===== src/rtl/cpu15_pkg.sv =====
// cpu15_pkg
// Purpose: declarations shared by the phase controller and its stall
// watchdog. It holds the enumerated phase states, the default watchdog
// limit, and the width of the watchdog's stall counter.
// Ports: none (package).

package cpu15_pkg;

   // Instruction phase states. The 3-bit encoding is fixed here so that
   // every block that imports this package decodes the states the same way.
   typedef enum logic [2:0] {
      ST_IDLE   = 3'd0,
      ST_FT     = 3'd1,
      ST_DC     = 3'd2,
      ST_EX     = 3'd3,
      ST_WB     = 3'd4,
      ST_HALTED = 3'd5
   } phase_state_t;

   // Default number of consecutive stalled EX cycles that trip the watchdog.
   localparam int STALL_MAX_DEFAULT = 15;

   // The watchdog limit may be at most 255, so an 8-bit counter is enough.
   localparam int STALL_CNT_W = 8;

endpackage


===== src/rtl/stall_wdt.sv =====
// stall_wdt
// Purpose: counts consecutive stalled EX cycles. It raises trip during the
// cycle that would be the STALL_MAX-th consecutive stalled cycle, so that
// the controller can leave EX on that same clock edge.
// Ports:
//   clk      - system clock, rising edge
//   reset_n  - synchronous active-low reset
//   count_en - this cycle is in EX with the stall input high
//   clear    - this cycle breaks the stall run (not in EX, or no stall)
//   trip     - the stall limit is reached this cycle

module stall_wdt
   import cpu15_pkg::*;
#(
   parameter int STALL_MAX = STALL_MAX_DEFAULT
) (
   input  logic clk,
   input  logic reset_n,
   input  logic count_en,
   input  logic clear,
   output logic trip
);

   localparam logic [STALL_CNT_W-1:0] TRIP_AT = STALL_CNT_W'(STALL_MAX - 1);

   logic [STALL_CNT_W-1:0] stall_cnt;

   // The count holds the number of stalled cycles already seen. A trip
   // happens when the current cycle would bring the count to STALL_MAX.
   assign trip = count_en && !clear && (stall_cnt == TRIP_AT);

   // Clear takes priority over counting. The count freezes once it trips,
   // because the controller leaves EX on the tripping edge.
   always_ff @(posedge clk) begin
      if (!reset_n) begin
         stall_cnt <= '0;
      end else if (clear) begin
         stall_cnt <= '0;
      end else if (count_en && !trip) begin
         stall_cnt <= stall_cnt + STALL_CNT_W'(1);
      end
   end

endmodule


===== src/rtl/phase_ctrl.sv =====
// phase_ctrl
// Purpose: sequences a 4-phase instruction cycle (FT, DC, EX, WB). It
// supports free-run and single-step modes, a HALT instruction, and a
// watchdog on stalls in EX. The machine is Moore: every output is either
// a register or a decode of the state register.
// Ports:
//   clk        - system clock, rising edge
//   reset_n    - synchronous active-low reset
//   run        - level, free-run request
//   step       - pulse, execute one instruction
//   stall      - level, hold the EX phase
//   halt_req   - HALT decoded; only sampled while in DC
//   en_ft/en_dc/en_ex/en_wb - one-hot phase enables
//   running    - high in FT, DC, EX and WB
//   halted     - high in the HALTED state
//   instr_done - one-cycle pulse after each WB exit
//   stall_err  - sticky flag, set when the watchdog trips
//   instr_cnt  - retired instruction count, wraps

module phase_ctrl
   import cpu15_pkg::*;
#(
   parameter int CNT_W     = 16,
   parameter int STALL_MAX = STALL_MAX_DEFAULT
) (
   input  logic             clk,
   input  logic             reset_n,
   input  logic             run,
   input  logic             step,
   input  logic             stall,
   input  logic             halt_req,
   output logic             en_ft,
   output logic             en_dc,
   output logic             en_ex,
   output logic             en_wb,
   output logic             running,
   output logic             halted,
   output logic             instr_done,
   output logic             stall_err,
   output logic [CNT_W-1:0] instr_cnt
);

   phase_state_t     state, state_next;
   logic             step_mode, step_mode_next;
   logic             halt_pend, halt_pend_next;
   logic             done_next;
   logic             stall_err_next;
   logic [CNT_W-1:0] cnt_next;
   logic             wdt_count, wdt_trip;

   // The watchdog counts only while EX is stalled. Any other cycle
   // clears it, so only consecutive stalls accumulate.
   assign wdt_count = (state == ST_EX) && stall;

   stall_wdt #(
      .STALL_MAX (STALL_MAX)
   ) u_wdt (
      .clk      (clk),
      .reset_n  (reset_n),
      .count_en (wdt_count),
      .clear    (!wdt_count),
      .trip     (wdt_trip)
   );

   // State and status registers. Reset overrides every input in every state.
   always_ff @(posedge clk) begin
      if (!reset_n) begin
         state      <= ST_IDLE;
         step_mode  <= 1'b0;
         halt_pend  <= 1'b0;
         instr_done <= 1'b0;
         stall_err  <= 1'b0;
         instr_cnt  <= '0;
      end else begin
         state      <= state_next;
         step_mode  <= step_mode_next;
         halt_pend  <= halt_pend_next;
         instr_done <= done_next;
         stall_err  <= stall_err_next;
         instr_cnt  <= cnt_next;
      end
   end

   // Next-state logic. The WB exit produces the done pulse and the count
   // increment, and these become visible together on the following cycle.
   // A watchdog trip leaves EX directly for HALTED, with no WB, no done
   // pulse and no count increment.
   always_comb begin
      state_next     = state;
      step_mode_next = step_mode;
      halt_pend_next = halt_pend;
      done_next      = 1'b0;
      stall_err_next = stall_err;
      cnt_next       = instr_cnt;
      case (state)
         ST_IDLE: begin
            if (run) begin
               state_next     = ST_FT;
               step_mode_next = 1'b0;
            end else if (step) begin
               state_next     = ST_FT;
               step_mode_next = 1'b1;
            end
         end
         ST_FT: begin
            state_next = ST_DC;
         end
         ST_DC: begin
            if (halt_req) begin
               halt_pend_next = 1'b1;
            end
            state_next = ST_EX;
         end
         ST_EX: begin
            if (wdt_trip) begin
               state_next     = ST_HALTED;
               stall_err_next = 1'b1;
            end else if (!stall) begin
               state_next = ST_WB;
            end
         end
         ST_WB: begin
            done_next = 1'b1;
            cnt_next  = instr_cnt + CNT_W'(1);
            if (halt_pend) begin
               state_next = ST_HALTED;
            end else if (step_mode || !run) begin
               state_next = ST_IDLE;
            end else begin
               state_next = ST_FT;
            end
         end
         ST_HALTED: begin
            state_next = ST_HALTED;
         end
         default: begin
            state_next = ST_IDLE;
         end
      endcase
   end

   // These outputs are decoded from the state register only.
   assign en_ft   = (state == ST_FT);
   assign en_dc   = (state == ST_DC);
   assign en_ex   = (state == ST_EX);
   assign en_wb   = (state == ST_WB);
   assign running = en_ft || en_dc || en_ex || en_wb;
   assign halted  = (state == ST_HALTED);

endmodule


===== config.mk =====
export PLATFORM = sky130hd
export DESIGN_NAME = phase_ctrl
export DESIGN_NICKNAME = d
export VERILOG_FILES = /design/src/rtl/cpu15_pkg.sv /design/src/rtl/stall_wdt.sv /design/src/rtl/phase_ctrl.sv
export SDC_FILE = /design/constraint.sdc
export NUM_CORES = 1
export LEC_CHECK = 0
export CAP_MARGIN = 20
export CORE_MARGIN = 1.5
export CORE_UTILIZATION = 50
export DETAILED_ROUTE_END_ITERATION = 8
export GPL_TIMING_DRIVEN = 1
export PLACE_DENSITY = 0.87
export SKIP_LAST_GASP = 1
export SYNTH_ARGS = -nofsm -noshare
export SYNTH_HDL_FRONTEND = slang
export SYNTH_SLANG_ARGS = --single-unit

===== constraint.sdc =====
create_clock -name clk -period 2.11 [get_ports clk]
set_input_delay 0.422 -clock clk [delete_from_list [all_inputs] [get_ports clk]]
set_output_delay 0.422 -clock clk [all_outputs]
set_load 0.03 [all_outputs]

==> summary.md, run 1 <==
| Metric | Value |
|---|---|
| CP top delay family | `buffers and inverters` |
| Placed Area | `1800 um^2` |
| Most common cell in the synthesized netlist | `dfxtp_1` |
| Total global-route track usage | `0.209` |
| Critical Path Sink Type | `output pin` |
| Design area | `1890 um^2` |
| DRC | `0` |
| Die ar. | `3240 um^2` |
| Post-synthesis instance total | `166` |
| IO Pins | `30` |
| Area occupied by registers | `622 um^2` |
| Post-Synth Simple-Gate Area | `0.295` |
| Detailed-route via count | `1309` |
| Number of H-tree levels | `2` |
| Final critical-path required period | `1.96 ns` |
| Synth cell count leaders | `dfxtp_1 (31), nor2_1 (26), a21oi_1 (12), nand2_1 (12)` |
| Final Hold Vio Count | `0` |
| Comb power frac | `0.124` |
| Total routed wirelength | `3110 um` |
| Initial Utilization | `0.527` |
| Detailed Routing Iterations Pass 1 | `4` |
| RR Startpoint | `instr_cnt[0]` |
| Final Setup Violations | `0` |
| Proportion of layout cells with a drive suffix above 1 | `0.103` |
| Worst slew margin | `0.641` |
| Share of the synthesized area in the top cell type | `0.427` |
| Synth area leaders | `dfxtp_1 (43%), nor2_1 (6.7%), xnor2_1 (4.8%), xor2_1 (4.8%), a21oi_1 (4.1%)` |
| Clock tree root buffer cell | `clkbuf_4` |
| Lkg Pwr | `0.722 nW` |
| RSZ-0062 raised after global routing | `false` |
| Area delta synth->final | `30.1%` |
| Hold path depth | `2` |
| Startpoint types | `flip-flop` |
| GPL Wtd Cong | `0.850` |
| Post-Synth Adder-Cell Area | `0.0258` |
| Fin nets | `212` |
| HP Start | `instr_cnt[15]` |
| Post-route setup slack | `0.154 ns` |
| Int Pwr | `0.000942 W` |
| Post-synthesis compound-gate area fraction | `0.108` |
| Max-Cap Viols | `0` |
| Input/output buffers | `29` |
| Per-cell routed wire length | `13.2 um` |
| CP max FO | `5` |
| Filler instances | `223` |
| Net Sw Frac | `0.250` |
| Antenna violations before repair | `0` |
| Post-Syn Nets | `175` |
| R2R Setup Slk | `0.34 ns` |
| Final setup TNS | `0 ns` |
| Switching power | `0.000314 W` |
| CTS Buf Count | `5` |
| Max stage delay on crit path | `0.72 ns` |
| Sequential share of power | `0.487` |
| Total gr overflow | `0` |
| Reg2reg path depth | `5` |
| Finished Core Util | `0.685` |
| Vias per cell | `5.57` |
| Worst clock skew | `0.0162 ns` |
| Horiz. Die Dim | `56.9 um` |
| CP max stage cell | `clkdlybuf4s50_1` |
| Worst R2R End | `instr_cnt[14]` |
| Multi-input logic area | `782 um^2` |
| CP Class | `reg2out` |
| Min-Delay Endpoint | `instr_cnt[15]` |
| Register area share after synthesis | `0.427` |
| Clock Latency Late Sink | `0.34 ns` |
| EDFF count, synth | `0` |
| Largest area contributor in the netlist | `dfxtp_1` |
| Worst min path class | `reg2reg` |
| Period utilization | `0.927` |
| # rows | `19` |
| Critical path data arrival time | `1.53 ns` |
| CTS Sinks | `31` |
| Clock power frac | `0.389` |
| Largest net degree at the start of global routing | `17` |
| Slew at the pin with the worst max-slew slack | `0.524 ns` |
| Post-synthesis mux area share | `0.0138` |
| Postcts setup bufs | `0` |
| Buf/Inv on CP | `1` |
| Mapped Area | `1450 um^2` |
| Crit path cell chain | `clkdlybuf4s50_1` |
| Fin. max-slew vios | `0` |
| Post-synthesis register bit count | `31` |
| Reg clk slew, reported paths | `0.10 ns` |
| VDD IR max | `509 uV` |
| Ant. Diodes | `0` |
| Synth Warn # | `0` |
| CTS Buffer Depth | `2` |
| FMAX | `511 MHz` |
| ANT nets after route | `0` |
| Core ar. | `2760 um^2` |
| Pre-CTS setup slack | `0.0920 ns` |
| Initial DRC count | `65` |
| Dpl hpwl | `2280 um` |
| WP data required | `1.69 ns` |
| CTS tree | `done` |
| Async SR Flop Fraction | `0` |
| Number of global-route vias before repair | `1239` |
| Post-synthesis cell type count | `36` |
| Mapped Avg Cell Area | `8.75 um^2` |
| First-pass GRT wire length | `5250 um` |
| Die height | `56.9 um` |
| Largest family of logic cells by synthesized area | `simple AND/OR/NAND/NOR gates` |
| Overall Power | `0.00126 W` |
| Xor and xnor area share after synthesis | `0.0965` |
| Power per cell area | `665 nW/um^2` |
| Status | `finished, final reports clean` |
| Synth Flop Type | `dfxtp_1` |
==> cell families (layout without fill, tap and decap cells) <==
| group | after synthesis | after routing |
|---|---|---|
| AOI/OAI and AO/OA | 25 | 25 |
| xor gates and xnor gates | 16 | 16 |
| adders and majority gates | 3 | 3 |
| buffers and inverters | 11 | 49 |
| DFF | 31 | 31 |
| muxes | 2 | 2 |
| and+or+nand+nor | 78 | 78 |
==> final cells by class <==
class | count | area share
inverters | 5 | 0.00993
flip-flops and latches | 31 | 0.329
multi-input cells | 124 | 0.414
repair buffers | 36 | 0.181
well taps | 31 | 0.0205
clock buffers | 6 | 0.0272
clock inverters | 2 | 0.0185
==> worst max-delay path by stage <==
| stage | from | end | slack (ns) | depth (start not counted) |
|---|---|---|---|---|
| after CTS | state[1] | en_ex | 0.03 | 3 |
| after global routing | state[0] | en_wb | 0.1 | 4 |
| after detailed placement | stall | u_wdt.stall_cnt[4] | 0.09 | 5 |
| final | instr_cnt[8] | instr_cnt[8] | 0.15 | 1 |
| after global placement | stall | u_wdt.stall_cnt[4] | 0.15 | 5 |
| after floorplan | state[1] | en_dc | 0.15 | 2 |
==> placed cells by master (no fill, tap or decap), types with 3 or more instances in the layout <==
cell and instances:
clkdlybuf4s50_1 23, and2_1 3, dlygate4sd2_1 3, nor2_1 26, inv_1 5, nor3_1 3, and3_1 3, dfxtp_1 30
xnor2_1 8, ha_1 3, clkbuf_4 5, o31ai_1 4, nand2_1 12, a21oi_1 12, nor4_1 3, nand3_1 8
buf_4 8, xor2_1 8, or4_1 4, nand4_1 4
==> stage by stage <==
stage                     hold WS [ns]  instances
after detailed placement         0.462        227
after global placement           0.455        227
after floorplan                  0.438        166
final                            0.480        235
after CTS                        0.484        235
after global routing             0.501        235
==> state kept, by name, summed over array words and instances (netlist names) <==
| signal | count |
|---|---|
| stall_err | 1 |
| instr_cnt | 16 |
| halt_pend | 1 |
| instr_done | 1 |
| step_mode | 1 |
| state | 3 |
| u_wdt.stall_cnt | 8 |
==> repair_timing <==
action / in CTS / in global routing
gates resized for setup: 4 / 2
hold buffers: 0 / 0
endpoints found under the setup margin: 4 / 2
pin swaps: 0 / 0
==> power groups by stage <==
stage	Clock [W]	Combinational, W	Sequential, W
global route	0.000521	0.000168	0.000614
CTS	0.000495	0.000156	0.000611
detailed placement	0	0.000164	0.000625
floorplan	0	0.000105	0.000620
finish	0.000489	0.000156	0.000612
global placement	0	0.000160	0.000623
==> metal layers <==
metal / vias up / GRT usage / wire length [um]
li1: 661 / - / -
met5: - / 0 / 0
met1: 609 / 0.251 / 1400
met4: 0 / 0.0797 / 25
met3: 4 / 0.0806 / 188
met2: 35 / 0.337 / 1490
No activity file was read; power rests on OpenSTA's default activity.
==> run 2, diff against run 1 <==
- CORE_MARGIN: 1.5 -> 3
- clock period: 2.11 -> 2.1 ns (I/O delays scaled with it)
==> summary.md, run 2 (synthesis gave the netlist of run 1 again) <==
| Metric | Value |
|---|---|
| Horiz. Die Dim | `59.9 um` |
| Clock tree root buffer cell | `clkbuf_4` |
| Fin nets | `212` |
| Final Setup Violations | `0` |
| IO Pins | `30` |
| DRC | `0` |
| Die ar. | `3590 um^2` |
| Detailed-route via count | `1336` |
| Max-Cap Viols | `0` |
| Startpoint types | `flip-flop` |
| First-pass GRT wire length | `5590 um` |
| Critical path launch point | `instr_cnt[8]` |
| VDD IR max | `592 uV` |
| Worst clock skew | `0.0113 ns` |
| R2R Setup Slk | `0.28 ns` |
| Total routed wirelength | `3150 um` |
| Net Sw Frac | `0.262` |
| Largest regs | `instr_cnt x16, u_wdt.stall_cnt x8, state x3` |
| Max reg flops | `16` |
| Reg clk slew, reported paths | `0.10 ns` |
| Final setup TNS | `0 ns` |
| Int Pwr | `0.000862 W` |
| Final critical-path required period | `1.94 ns` |
| CP max stage cell | `clkdlybuf4s50_1` |
| CTS tree | `done` |
| # rows | `18` |
| Power per cell area | `626 nW/um^2` |
| Initial Utilization | `0.556` |
| Period utilization | `0.922` |
| HP Start | `stall_err` |
| Initial DRC count | `55` |
| Postcts setup bufs | `0` |
| Sequential share of power | `0.527` |
| Detailed Routing Iterations Pass 1 | `4` |
| Area delta synth->final | `28.3%` |
| Clock Latency Late Sink | `0.33 ns` |
| Worst min path class | `reg2reg` |
| Largest net degree at the start of global routing | `17` |
| Crit path cell chain | `clkdlybuf4s50_1` |
| Buf/Inv on CP | `1` |
| ANT nets after route | `0` |
| Antenna violations before repair | `0` |
| Most frequent cells in the layout | `dfxtp_1 (30), nor2_1 (26), clkdlybuf4s50_1 (23)` |
| Largest Register | `instr_cnt` |
| Clock power frac | `0.341` |
| Critical path data arrival time | `1.52 ns` |
| Die height | `59.9 um` |
| Dpl hpwl | `2300 um` |
| RR Startpoint | `state[0]` |
| WP data required | `1.68 ns` |
| CTS Buffer Depth | `2` |
| CP top delay family | `buffers and inverters` |
| CTS Sinks | `31` |
| FMAX | `516 MHz` |
| Min-Delay Endpoint | `stall_err` |
| Number of global-route vias before repair | `1293` |
| GPL Wtd Cong | `0.884` |
| Core ar. | `2610 um^2` |
| Filler instances | `206` |
| CP max FO | `5` |
| Per-cell routed wire length | `13.4 um` |
| Finished Core Util | `0.713` |
| Reg2reg path depth | `5` |
| Most common cell after layout, fill and taps aside | `dfxtp_1` |
| Switching power | `0.000305 W` |
| Input/output buffers | `29` |
| Critical Path Sink Type | `output pin` |
| Fin. max-slew vios | `0` |
| Final Hold Vio Count | `0` |
| Number of H-tree levels | `2` |
| Total global-route track usage | `0.205` |
| CTS Buf Count | `5` |
| Comb power frac | `0.132` |
| Status | `finished, final reports clean` |
| Ant. Diodes | `0` |
| Lkg Pwr | `0.686 nW` |
| Proportion of layout cells with a drive suffix above 1 | `0.0980` |
| Total gr overflow | `0` |
| Vias per cell | `5.71` |
| RSZ-0062 raised after global routing | `false` |
| Slew at the pin with the worst max-slew slack | `0.593 ns` |
| Hold path depth | `1` |
| Worst R2R End | `u_wdt.stall_cnt[4]` |
| CP Class | `reg2out` |
| Max stage delay on crit path | `0.72 ns` |
| Worst slew margin | `0.594` |
[run 2: changes by cell type in the layout (fill, tap and decap cells not counted)]
cell,previous run,this run
clkbuf_8,1,2
clkinv_2,1,0
clkbuf_1,0,1
bufinv_16,1,0
dlygate4sd2_1,3,5
dlymetal6s2s_1,2,0
[run 2: final cells by class]
cell class | instances | area, um^2 | share of cell area
Tap cell | 30 | 37.5 | 0.0201
Sequential cell | 31 | 622 | 0.334
Inverter | 5 | 18.8 | 0.0101
Timing Repair Buffer | 36 | 334 | 0.179
Multi-Input combinational cell | 124 | 782 | 0.420
Clock buffer | 8 | 68.8 | 0.0369
[run 2: layer usage]
layer / wire, um / global-route usage
met3: 191 / 0.0410
met2: 1540 / 0.340
met5: 0 / 0
met4: 50 / 0.101
met1: 1360 / 0.249
[run 2: timing repair]
item                                   CTS  global route
endpoints found under the hold margin    0             0
gates resized for setup                  6             0
hold buffers                             0             0
setup endpoints to repair                5             0
[run 2: worst max-delay path by stage]
stage,end,slack [ns],depth (start not counted)
6_report,instr_cnt[8],0.16,1
3_3_place_gp,u_wdt.stall_cnt[4],0.13,5
2_1_floorplan,en_dc,0.14,2
4_1_cts,instr_cnt[8],0.15,1
3_5_place_dp,u_wdt.stall_cnt[4],0.0009,5
5_1_grt,instr_cnt[8],0.08,1
[run 2: power groups by stage]
stage | clock network (W) | registers, W | logic, W
after floorplan | 0 | 0.000623 | 0.000106
after global placement | 0 | 0.000628 | 0.000160
after detailed placement | 0 | 0.000628 | 0.000163
after CTS | 0.000402 | 0.000615 | 0.000155
after global routing | 0.000424 | 0.000618 | 0.000171
final | 0.000398 | 0.000615 | 0.000154
[run 2: through the flow]
step | std cells | total power [W] | setup slack (ns) | hold WS, ns | cell area, um^2
final | 234 | 0.00117 | 0.163 | 0.473 | 1860
after global routing | 234 | 0.00121 | 0.0837 | 0.515 | 1860
after CTS | 234 | 0.00117 | 0.151 | 0.474 | 1860
after detailed placement | 226 | 0.000791 | 0.000860 | 0.453 | 1800
after global placement | 226 | 0.000788 | 0.131 | 0.452 | 1800
after floorplan | 166 | 0.000729 | 0.140 | 0.438 | 1450
==> run 3, diff against run 2 <==
- CORE_UTILIZATION: 50 -> 45
- PLACE_DENSITY: 0.87 -> 0.81
==> summary.md, run 3 (synthesis gave the netlist of run 1 again) <==
| Metric | Value |
|---|---|
| Total routed wirelength | `2970 um` |
| Design area | `1900 um^2` |
| Core ar. | `2920 um^2` |
| Finished Core Util | `0.648` |
| Total global-route track usage | `0.170` |
| Most common cell after layout, fill and taps aside | `dfxtp_1` |
| Final Hold Vio Count | `0` |
| Filler instances | `261` |
| Cell count after placement | `237` |
| CP Class | `reg2out` |
| Largest regs | `instr_cnt x16, u_wdt.stall_cnt x8, state x3` |
| Area delta synth->final | `30.5%` |
| GPL Wtd Cong | `0.875` |
| R2R Setup Slk | `0.37 ns` |
| Post-route setup slack | `0.175 ns` |
| WP data required | `1.68 ns` |
| Startpoint types | `flip-flop` |
| Vias per cell | `5.28` |
| VDD IR max | `495 uV` |
| CTS tree | `done` |
| M1 wire length | `1380 um` |
| Met2 WL | `1390 um` |
| Detailed-route via count | `1293` |
| Total gr overflow | `0` |
| CTS Sinks | `31` |
| Horiz. Die Dim | `62.8 um` |
| Clock Latency Late Sink | `0.34 ns` |
| Postcts setup bufs | `0` |
| Detailed Routing Iterations Pass 1 | `4` |
| Dpl hpwl | `2200 um` |
| Proportion of layout cells with a drive suffix above 1 | `0.0985` |
| FMAX | `519 MHz` |
| CP max FO | `11` |
| Power per cell area | `661 nW/um^2` |
| Largest net degree at the start of global routing | `17` |
| Critical path launch point | `state[0]` |
| Reg2reg path depth | `5` |
| Worst clock skew | `0.0119 ns` |
| Antenna violations before repair | `0` |
| Final critical-path required period | `1.93 ns` |
| Largest Register | `instr_cnt` |
| Period utilization | `0.917` |
| Most frequent cells in the layout | `dfxtp_1 (30), nor2_1 (26), clkdlybuf4s50_1 (23)` |
| # rows | `19` |
| Final Setup Violations | `0` |
| Status | `finished, final reports clean` |
| RSZ-0062 raised after global routing | `false` |
| Placed Area | `1810 um^2` |
| ANT nets after route | `0` |
| Number of H-tree levels | `2` |
| Critical path data arrival time | `1.51 ns` |
| Per-cell routed wire length | `12.1 um` |
| First-pass GRT wire length | `5390 um` |
| Die ar. | `3950 um^2` |
| Top layer in use | `met4` |
| Non-filler cells, final | `245` |
| Reg clk slew, reported paths | `0.10 ns` |
| Final setup TNS | `0 ns` |
| Max reg flops | `16` |
| DRC | `0` |
| Input/output buffers | `29` |
| CP Capture Point | `en_wb` |
| Initial DRC count | `56` |
| Lkg Pwr | `0.718 nW` |
| Pre-CTS setup slack | `0.0963 ns` |
| CTS Buffer Depth | `2` |
| Slew at the pin with the worst max-slew slack | `0.546 ns` |
| Fin. max-slew vios | `0` |
| Worst R2R End | `u_wdt.stall_cnt[4]` |
| Met3 wire len | `156 um` |
| CTS Buf Count | `5` |
| Critical Path Sink Type | `output pin` |
| Worst min path class | `reg2reg` |
| Die height | `62.8 um` |
| Worst slew margin | `0.627` |
| Initial Utilization | `0.497` |
| IO Pins | `30` |
| Ant. Diodes | `0` |
| Max-Cap Viols | `0` |
| Number of global-route vias before repair | `1225` |
| Clock tree root buffer cell | `clkbuf_4` |
| RR Startpoint | `state[0]` |
| Fin nets | `211` |
## run 3: timing repair
action / 4_1_cts / 5_1_grt
endpoints found under the hold margin: 0 / 0
endpoints found under the setup margin: 4 / 2
hold buffers: 0 / 0
resized for setup: 4 / 2
cloned: 0 / 0
## run 3: cell type report
cell class / instances / area, um^2 / share of cell area
Clock buffer: 6 / 51.3 / 0.0271
Clock inverter: 2 / 35.0 / 0.0185
Inverter: 5 / 18.8 / 0.00990
Multi-Input combinational cell: 124 / 782 / 0.413
Sequential cell: 31 / 622 / 0.328
Tap cell: 42 / 52.6 / 0.0277
Timing Repair Buffer: 35 / 334 / 0.176
## run 3: worst max-delay path, stage by stage (launching register included)
cell and delay [ns]:
dfxtp_1 0.38, buf_4 0.18, nor3b_4 0.22, buf_4 0.21
buf_4 0.18
## run 3: per-stage QoR
stage / power, W / hold WS (ns)
after floorplan: 0.000729 / 0.438
after global placement: 0.000788 / 0.463
after detailed placement: 0.000790 / 0.474
after CTS: 0.00127 / 0.490
after global routing: 0.00132 / 0.509
final: 0.00125 / 0.483
## run 3: power by group
group / internal (W) / switching (W) / leakage (nW)
Combinational: 0.0000650 / 0.0000894 / 0.418
Sequential: 0.000600 / 0.0000145 / 0.251
Clock: 0.000281 / 0.000204 / 0.0482
Total: 0.000946 / 0.000308 / 0.718
## run 3: worst min-delay path by stage
stage / start / to / slack (ns) / cells after the start
2_1_floorplan: halt_pend / halt_pend / 0.44 / 2
3_3_place_gp: instr_cnt[15] / instr_cnt[15] / 0.46 / 2
3_5_place_dp: stall_err / stall_err / 0.47 / 1
4_1_cts: instr_cnt[15] / instr_cnt[15] / 0.49 / 2
5_1_grt: stall_err / stall_err / 0.51 / 1
6_report: instr_cnt[15] / instr_cnt[15] / 0.48 / 2
## run 3: metal layers
metal / up-vias / track usage
met3: 4 / 0.0558
met1: 596 / 0.203
met5: - / 0
met2: 36 / 0.277
met4: 0 / 0.0744
li1: 657 / -
